==> src/rtl/ita_job_scheduler.sv <==
// ita_job_scheduler: round-robin job intake, in-order job queue and one-at-a-time issue to ita_controller.
// Optional feature macro: ITA_SCHED_PERF_EN (per-job run-cycle counter on done_cycles).
package ita_package;
  typedef enum logic [2:0] {
    Attention       = 3'd0,
    Feedforward     = 3'd1,
    Linear          = 3'd2,
    SingleAttention = 3'd3
  } layer_e;

  typedef enum logic [3:0] {
    Idle = 4'd0, Q = 4'd1, K = 4'd2, V = 4'd3, QK = 4'd4,
    AV = 4'd5, OW = 4'd6, F1 = 4'd7, F2 = 4'd8, MatMul = 4'd9
  } step_e;

  typedef struct packed {
    logic       start;
    layer_e     layer;
    logic [7:0] eps_mult;
    logic [4:0] right_shift;
    logic [7:0] add;
    logic [3:0] tile_s;
  } ctrl_t;
endpackage

module ita_job_scheduler
  import ita_package::*;
#(
  parameter int NumReq     = 4,
  parameter int QueueDepth = 4,
  parameter int IdW        = (NumReq > 1) ? $clog2(NumReq) : 1
) (
  input  logic               clk_i,
  input  logic               rst_ni,
  ita_job_scheduler_if.slave bus,
  output ctrl_t              ita_ctrl_o,
  input  step_e              ita_step_i,
  output logic               busy_o
);
  localparam int PtrW = $clog2(QueueDepth);
  localparam int CntW = PtrW + 1;

  typedef struct packed {
    logic [IdW-1:0] id;
    ctrl_t          ctrl;
  } entry_t;

  typedef enum logic [2:0] {IDLE, ISSUE, WAIT, RUN, REPORT} state_e;

  state_e          state_q;
  logic [IdW-1:0]  rr_q, job_id_q, gnt_idx;
  logic            gnt_vld, push, pop, full, err_q, head_ok;
  logic [PtrW-1:0] wr_ptr_q, rd_ptr_q;
  logic [CntW-1:0] cnt_q;
  entry_t          q_mem [QueueDepth];
  entry_t          head, push_entry;
  ctrl_t           job_ctrl_q;

  function automatic logic layer_supported(layer_e l);
    return l inside {Attention, Feedforward, Linear, SingleAttention};
  endfunction

  function automatic logic [IdW-1:0] rr_next(logic [IdW-1:0] g);
    return (int'(g) == NumReq - 1) ? '0 : g + IdW'(1);
  endfunction

  // Round-robin search starting at rr_q; the lowest offset from rr_q wins.
  always_comb begin
    int             j;
    logic [IdW-1:0] idx;
    j       = 0;
    idx     = '0;
    gnt_vld = 1'b0;
    gnt_idx = '0;
    for (int i = NumReq - 1; i >= 0; i--) begin
      j = int'(rr_q) + i;
      if (j >= NumReq) j = j - NumReq;
      idx = IdW'(j);
      if (bus.req_valid[idx]) begin
        gnt_vld = 1'b1;
        gnt_idx = idx;
      end
    end
  end

  // Free space uses the registered count only; a same-cycle pop is not credited.
  assign full = (cnt_q == CntW'(QueueDepth));
  assign push = gnt_vld & ~full;
  assign pop  = (state_q == ISSUE);

  always_comb begin
    bus.req_ready = '0;
    if (push) bus.req_ready[gnt_idx] = 1'b1;
  end

  always_comb begin
    push_entry            = '0;
    push_entry.id         = gnt_idx;
    push_entry.ctrl       = ctrl_t'(bus.req_ctrl[gnt_idx]);
    push_entry.ctrl.start = 1'b0;
  end

  assign head    = q_mem[rd_ptr_q];
  assign head_ok = layer_supported(head.ctrl.layer);

  always_ff @(posedge clk_i) begin
    if (push) q_mem[wr_ptr_q] <= push_entry;
  end

  always_ff @(posedge clk_i or negedge rst_ni) begin
    if (!rst_ni) begin
      wr_ptr_q <= '0;
      rd_ptr_q <= '0;
      cnt_q    <= '0;
      rr_q     <= '0;
    end else begin
      if (push) begin
        wr_ptr_q <= wr_ptr_q + PtrW'(1);
        rr_q     <= rr_next(gnt_idx);
      end
      if (pop) rd_ptr_q <= rd_ptr_q + PtrW'(1);
      if (push && !pop)      cnt_q <= cnt_q + CntW'(1);
      else if (pop && !push) cnt_q <= cnt_q - CntW'(1);
    end
  end

  always_ff @(posedge clk_i or negedge rst_ni) begin
    if (!rst_ni) begin
      state_q    <= IDLE;
      job_ctrl_q <= '0;
      job_id_q   <= '0;
      err_q      <= 1'b0;
    end else begin
      unique case (state_q)
        IDLE:   if (cnt_q != '0) state_q <= ISSUE;
        ISSUE: begin
          job_ctrl_q <= head.ctrl;
          job_id_q   <= head.id;
          err_q      <= ~head_ok;
          state_q    <= head_ok ? WAIT : REPORT;
        end
        WAIT:   if (ita_step_i != Idle) state_q <= RUN;
        RUN:    if (ita_step_i == Idle) state_q <= REPORT;
        REPORT: if (bus.done_ready) state_q <= IDLE;
        default: state_q <= IDLE;
      endcase
    end
  end

  // In ISSUE the head drives the controller directly so start and its fields arrive together.
  always_comb begin
    ita_ctrl_o       = job_ctrl_q;
    ita_ctrl_o.start = 1'b0;
    if (state_q == ISSUE) begin
      ita_ctrl_o       = head.ctrl;
      ita_ctrl_o.start = head_ok;
    end
  end

  assign bus.done_valid = (state_q == REPORT);
  assign bus.done_id    = job_id_q;
  assign bus.done_err   = err_q;
  assign busy_o         = (state_q != IDLE) || (cnt_q != '0);

`ifdef ITA_SCHED_PERF_EN
  logic [31:0] perf_cnt_q;

  function automatic logic [31:0] sat_inc(logic [31:0] v);
    return (&v) ? v : v + 32'd1;
  endfunction

  // Counter stops outside WAIT/RUN, so it is frozen for the whole REPORT phase.
  always_ff @(posedge clk_i or negedge rst_ni) begin
    if (!rst_ni)                                  perf_cnt_q <= '0;
    else if (state_q == ISSUE)                    perf_cnt_q <= '0;
    else if (state_q == WAIT || state_q == RUN)   perf_cnt_q <= sat_inc(perf_cnt_q);
  end

  assign bus.done_cycles = perf_cnt_q;
`else
  assign bus.done_cycles = '0;
`endif

endmodule
==> src/rtl/ita_job_scheduler_if.sv <==
// Request and completion handshakes between job requesters (master) and ita_job_scheduler (slave).
interface ita_job_scheduler_if #(
  parameter int NumReq = 4,
  parameter int IdW    = 2,
  parameter int CtrlW  = 1
);
  logic [NumReq-1:0]            req_valid;
  logic [NumReq-1:0]            req_ready;
  logic [NumReq-1:0][CtrlW-1:0] req_ctrl;
  logic                         done_valid;
  logic                         done_ready;
  logic [IdW-1:0]               done_id;
  logic                         done_err;
  logic [31:0]                  done_cycles;

  modport master (
    output req_valid, req_ctrl, done_ready,
    input  req_ready, done_valid, done_id, done_err, done_cycles
  );

  modport slave (
    input  req_valid, req_ctrl, done_ready,
    output req_ready, done_valid, done_id, done_err, done_cycles
  );
endinterface

==> src/flat_wrapper.sv <==
// flat-port wrapper written by rule: the top's interface ports become plain ports
module ita_job_scheduler_flat import ita_package::*;
#(
  parameter int NumReq     = 4,
  parameter int QueueDepth = 4,
  parameter int IdW        = (NumReq > 1) ? $clog2(NumReq) : 1
)
  (clk_i, rst_ni, ita_ctrl_o, ita_step_i, busy_o, bus_req_valid, bus_req_ctrl, bus_done_ready, bus_req_ready, bus_done_valid, bus_done_id, bus_done_err, bus_done_cycles);
  ita_job_scheduler_if #(.NumReq(NumReq), .IdW(IdW)) bus_i ();
  input  logic clk_i;
  input  logic rst_ni;
  output ctrl_t ita_ctrl_o;
  input  step_e ita_step_i;
  output logic busy_o;
  input wire logic [$bits(bus_i.req_valid)-1:0] bus_req_valid;
  input wire logic [$bits(bus_i.req_ctrl)-1:0] bus_req_ctrl;
  input wire logic [$bits(bus_i.done_ready)-1:0] bus_done_ready;
  output wire logic [$bits(bus_i.req_ready)-1:0] bus_req_ready;
  output wire logic [$bits(bus_i.done_valid)-1:0] bus_done_valid;
  output wire logic [$bits(bus_i.done_id)-1:0] bus_done_id;
  output wire logic [$bits(bus_i.done_err)-1:0] bus_done_err;
  output wire logic [$bits(bus_i.done_cycles)-1:0] bus_done_cycles;
  assign bus_i.req_valid = bus_req_valid;
  assign bus_i.req_ctrl = bus_req_ctrl;
  assign bus_i.done_ready = bus_done_ready;
  assign bus_req_ready = bus_i.req_ready;
  assign bus_done_valid = bus_i.done_valid;
  assign bus_done_id = bus_i.done_id;
  assign bus_done_err = bus_i.done_err;
  assign bus_done_cycles = bus_i.done_cycles;
  ita_job_scheduler #(.NumReq(NumReq), .QueueDepth(QueueDepth), .IdW(IdW)) u_core (.clk_i(clk_i), .rst_ni(rst_ni), .bus(bus_i), .ita_ctrl_o(ita_ctrl_o), .ita_step_i(ita_step_i), .busy_o(busy_o));
endmodule
==> config.mk <==
export PLATFORM = sky130hd
export DESIGN_NAME = ita_job_scheduler_flat
export DESIGN_NICKNAME = d
export VERILOG_FILES = /design/src/rtl/ita_job_scheduler.sv /design/src/rtl/ita_job_scheduler_if.sv /design/src/flat_wrapper.sv
export SDC_FILE = /design/constraint.sdc
export NUM_CORES = 1
export LEC_CHECK = 0
export CAP_MARGIN = 20
export CORE_MARGIN = 1.5
export CORE_UTILIZATION = 30
export CTS_CLUSTER_SIZE = 20
export DETAILED_ROUTE_END_ITERATION = 10
export PLACE_DENSITY = 0.67
export SYNTH_ARGS = -nofsm -noshare
export SYNTH_HDL_FRONTEND = slang
export SYNTH_SLANG_ARGS = --single-unit
==> constraint.sdc <==
create_clock -name clk_i -period 2.38 [get_ports clk_i]
set_clock_uncertainty 0.1 [all_clocks]
set_input_delay 0.357 -clock clk_i [delete_from_list [all_inputs] [get_ports clk_i]]
set_output_delay 0.357 -clock clk_i [all_outputs]
set_load 0.02 [all_outputs]
==> run metrics <==
status=finished clean; Reg clk slew, reported paths=roughly 0.090 ns; max_slew headroom=0.535; xor/xnor cell area share of the yosys netlist=0.0286; synth warn=0; antenna diode count=0; area share of the largest cell type after synthesis=0.249; crit-path leading delay family=buffers and inverters; Rows=28; critical path required time=about 1.9 ns; Post-Syn Instances=169; Synth Area in Compound Gates=0.0436; gr usage total=0.0767; drt via density=~3.6; Seq cells post-synth=27; Nets=233; Root Buffer=clkbuf_8; PwrDens=roughly 1000 nW/um2; post-synthesis mux area share=0.0900; most frequent cells in the layout=conb_1 (60), clkdlybuf4s50_1 (15), dfrtp_1 (15); MaxCap Viol Count=0; sequential share of the synthesized area=0.401; CP Capture Type=primary output; Critical path buffers and inverters=2; die footprint=between 6000 and 7000 um2; max frequency=approximately 0.44 GHz; count of cell types in the netlist=32; unrepaired setup endpoints after global routing=no; Leak Pwr=0.993 nW; ys flop type=dfrtp_1; area delta synth->final=12.2%; Final Cell Area=2060 um2; initial core utilization=0.310; Min-Delay Path Class=input pin to asynchronous set/reset pin; cts bufs inserted=3; Post-DP Area=around 2000 um2; Setup violations, final=0; Min Clock Period, post-route=between 2 and 2.5 ns; Synth Area in Adders=0.0723; DRT iter0 DRCs=14; largest cells by area after synthesis=buf_4 (25%), dfrtp_1 (20%), edfxtp_1 (20%), ha_1 (6.1%), mux4_2 (3.7%); # DRC=0; clock tree buffer depth=2; CTS HTree Levels=1; VDD IR max=0.381 mV; Final Cycle Share=0.949; CTS tree=yes; WL/cell=approximately 9 um; setup TNS=0 ns; Synth area leader=buf_4; Pins Over Slew Limit=0; worst-margin pin slew=around 0.7 ns; HPWL Detailed=2020 um; Overflow after GRT=0; Synth Area in Simple Gates=0.0838; Post-DRT Antenna Nets=0; clock latency on the worst-skew pair=approximately 0.27 ns; Crit Path Max Fanout=5; GP Congestion=about 0.70; core box area=roughly 6000 um2; Die X=about 80 um; Port Buffers=24; Top-Level Pins=85; crit-path max cell delay=just over 0.6 ns; crit start category=register; die height=81.2 um; Mean Syn Cell Area=approximately 11 um2; share of cells above drive strength 1=0.179; crit path kind=register to primary output; vias in the first global route=880; Final Hold Fails=0; via count=between 1000 and 1500; initial antenna violation count=0; Syn Std Cell Area=1840 um2; DRT Pass-1 Iters=2; largest family of logic cells by synthesized area=buffers and inverters; crit path DAT=around 1.8 ns; global-route wire length before repair=~4000 um; Post-synth EDFFs=12; routed wire length=2470 um; commonest non-fill, non-tap cell in the layout=conb_1; Slowest-stage cell, CP=clkdlybuf4s50_1; TritonCTS Sinks=27; Async SR Flop Fraction=0.556; worst-path cell chain=nand2b_1, nor2_4, buf_4, clkdlybuf4s50_1; largest net degree at the start of global routing=18
report_power, final:
part | switching (W) | total (W) | internal, W
combinational | 0.000526 | 0.00105 | 0.000519
sequential | 0.000118 | 0.000845 | 0.000727
clock | 0.000143 | 0.000266 | 0.000123
total | 0.000787 | 0.00216 | 0.00137
final timing paths:
path | startpoint | cells after the start | to | slack (ns)
max | u_core.state_q[2]$_DFFE_PN0P_ | 4 | ita_ctrl_o[28] | 0.12
min | rst_ni | 1 | u_core.rr_q[0]$_DFFE_PN0P_ | 0.40
max reg2reg | u_core.cnt_q[0]$_DFFE_PN0P_ | 8 | u_core.cnt_q[2]$_DFFE_PN0P_ | 0.37
min reg2reg | u_core.state_q[2]$_DFFE_PN0P_ | 1 | u_core.state_q[1]$_DFFE_PN0P_ | 0.40
max in group asynchronous | rst_ni | 1 | u_core.job_ctrl_q[0]$_DFFE_PN0P_ | 1.34
min in group clk_i | u_core.state_q[2]$_DFFE_PN0P_ | 1 | u_core.state_q[1]$_DFFE_PN0P_ | 0.40
logic make-up (layout without fill, tap and decap cells):
| logic type | after synthesis | after routing |
|---|---|---|
| AOI/OAI and AO/OA | 12 | 12 |
| adders and majority gates | 10 | 10 |
| other | 1 | 60 |
| xor gates and xnor gates | 6 | 6 |
| buffers and inverters | 73 | 52 |
| DFF | 27 | 27 |
| and+or+nand+nor | 29 | 29 |
| muxes | 11 | 11 |
what timing repair did:
action | CTS | global route
endpoints found under the setup margin | 5 | 4
pin swaps | 0 | 1
setup buffers | 4 | 2
hold buffers | 0 | 0
resized for setup | 13 | 9
worst register-to-register path: stages, from the launching register on:
cell,delay [ns]
dfrtp_1,0.44
nor2_1,0.08
a21oi_2,0.26
ha_1,0.22
inv_1,0.05
fa_1,0.37
xor2_1,0.16
nor2_1,0.11
xor2_1,0.14
state kept, by name, indices dropped and copies added, names as in the netlist:
| signal | count |
|---|---|
| u_core.bus.done_id | 2 |
| u_core.cnt_q | 3 |
| u_core.job_ctrl_q | 1 |
| u_core.q_mem | 12 |
| u_core.rd_ptr_q | 2 |
| u_core.rr_q | 2 |
| u_core.state_q | 3 |
| u_core.wr_ptr_q | 2 |
cell usage after synthesis, types with 2 or more instances:
| master | number |
|---|---|
| buf_4 | 61 |
| dfrtp_1 | 15 |
| edfxtp_1 | 12 |
| inv_1 | 10 |
| ha_1 | 9 |
| and2_1 | 8 |
| nor2_1 | 8 |
| nand2_1 | 4 |
| a21oi_1 | 3 |
| mux2_4 | 3 |
| mux2i_1 | 3 |
| mux4_2 | 3 |
| nor3_1 | 3 |
| xnor2_1 | 3 |
| xor2_1 | 3 |
| a21oi_2 | 2 |
| mux2_2 | 2 |
| nand2b_1 | 2 |
| o22ai_1 | 2 |
through the flow:
step	util	hold slack (ns)	total power, W	setup slack, ns	cells
2_1_floorplan	-	-0.0386	0.00163	0.326	228
3_3_place_gp	0.334	0.378	0.00186	-0.444	272
3_5_place_dp	0.334	0.383	0.00188	-0.496	272
4_1_cts	0.346	0.398	0.00217	0.000103	280
5_1_grt	0.348	0.411	0.00234	0.0458	282
6_report	0.348	0.395	0.00216	0.121	282
final cells by class:
class,instances,area (um2)
Fill cell,604,3860
Multi-Input combinational cell,128,816
Sequential cell,27,736
Timing Repair Buffer,38,327
Tap cell,75,93.8
Clock buffer,3,41.3
Inverter,10,37.5
Clock inverter,1,8.76
routing by layer:
layer | vias to the layer above | share of wire | GRT usage
li1 | 509 | - | -
met1 | 468 | 0.43 | 0.0967
met5 | - | 0 | 0
met3 | 3 | 0.068 | 0.0202
met2 | 37 | 0.49 | 0.132
met4 | 0 | 0.0057 | 0.0155
(Power assumes the default switching activity.)
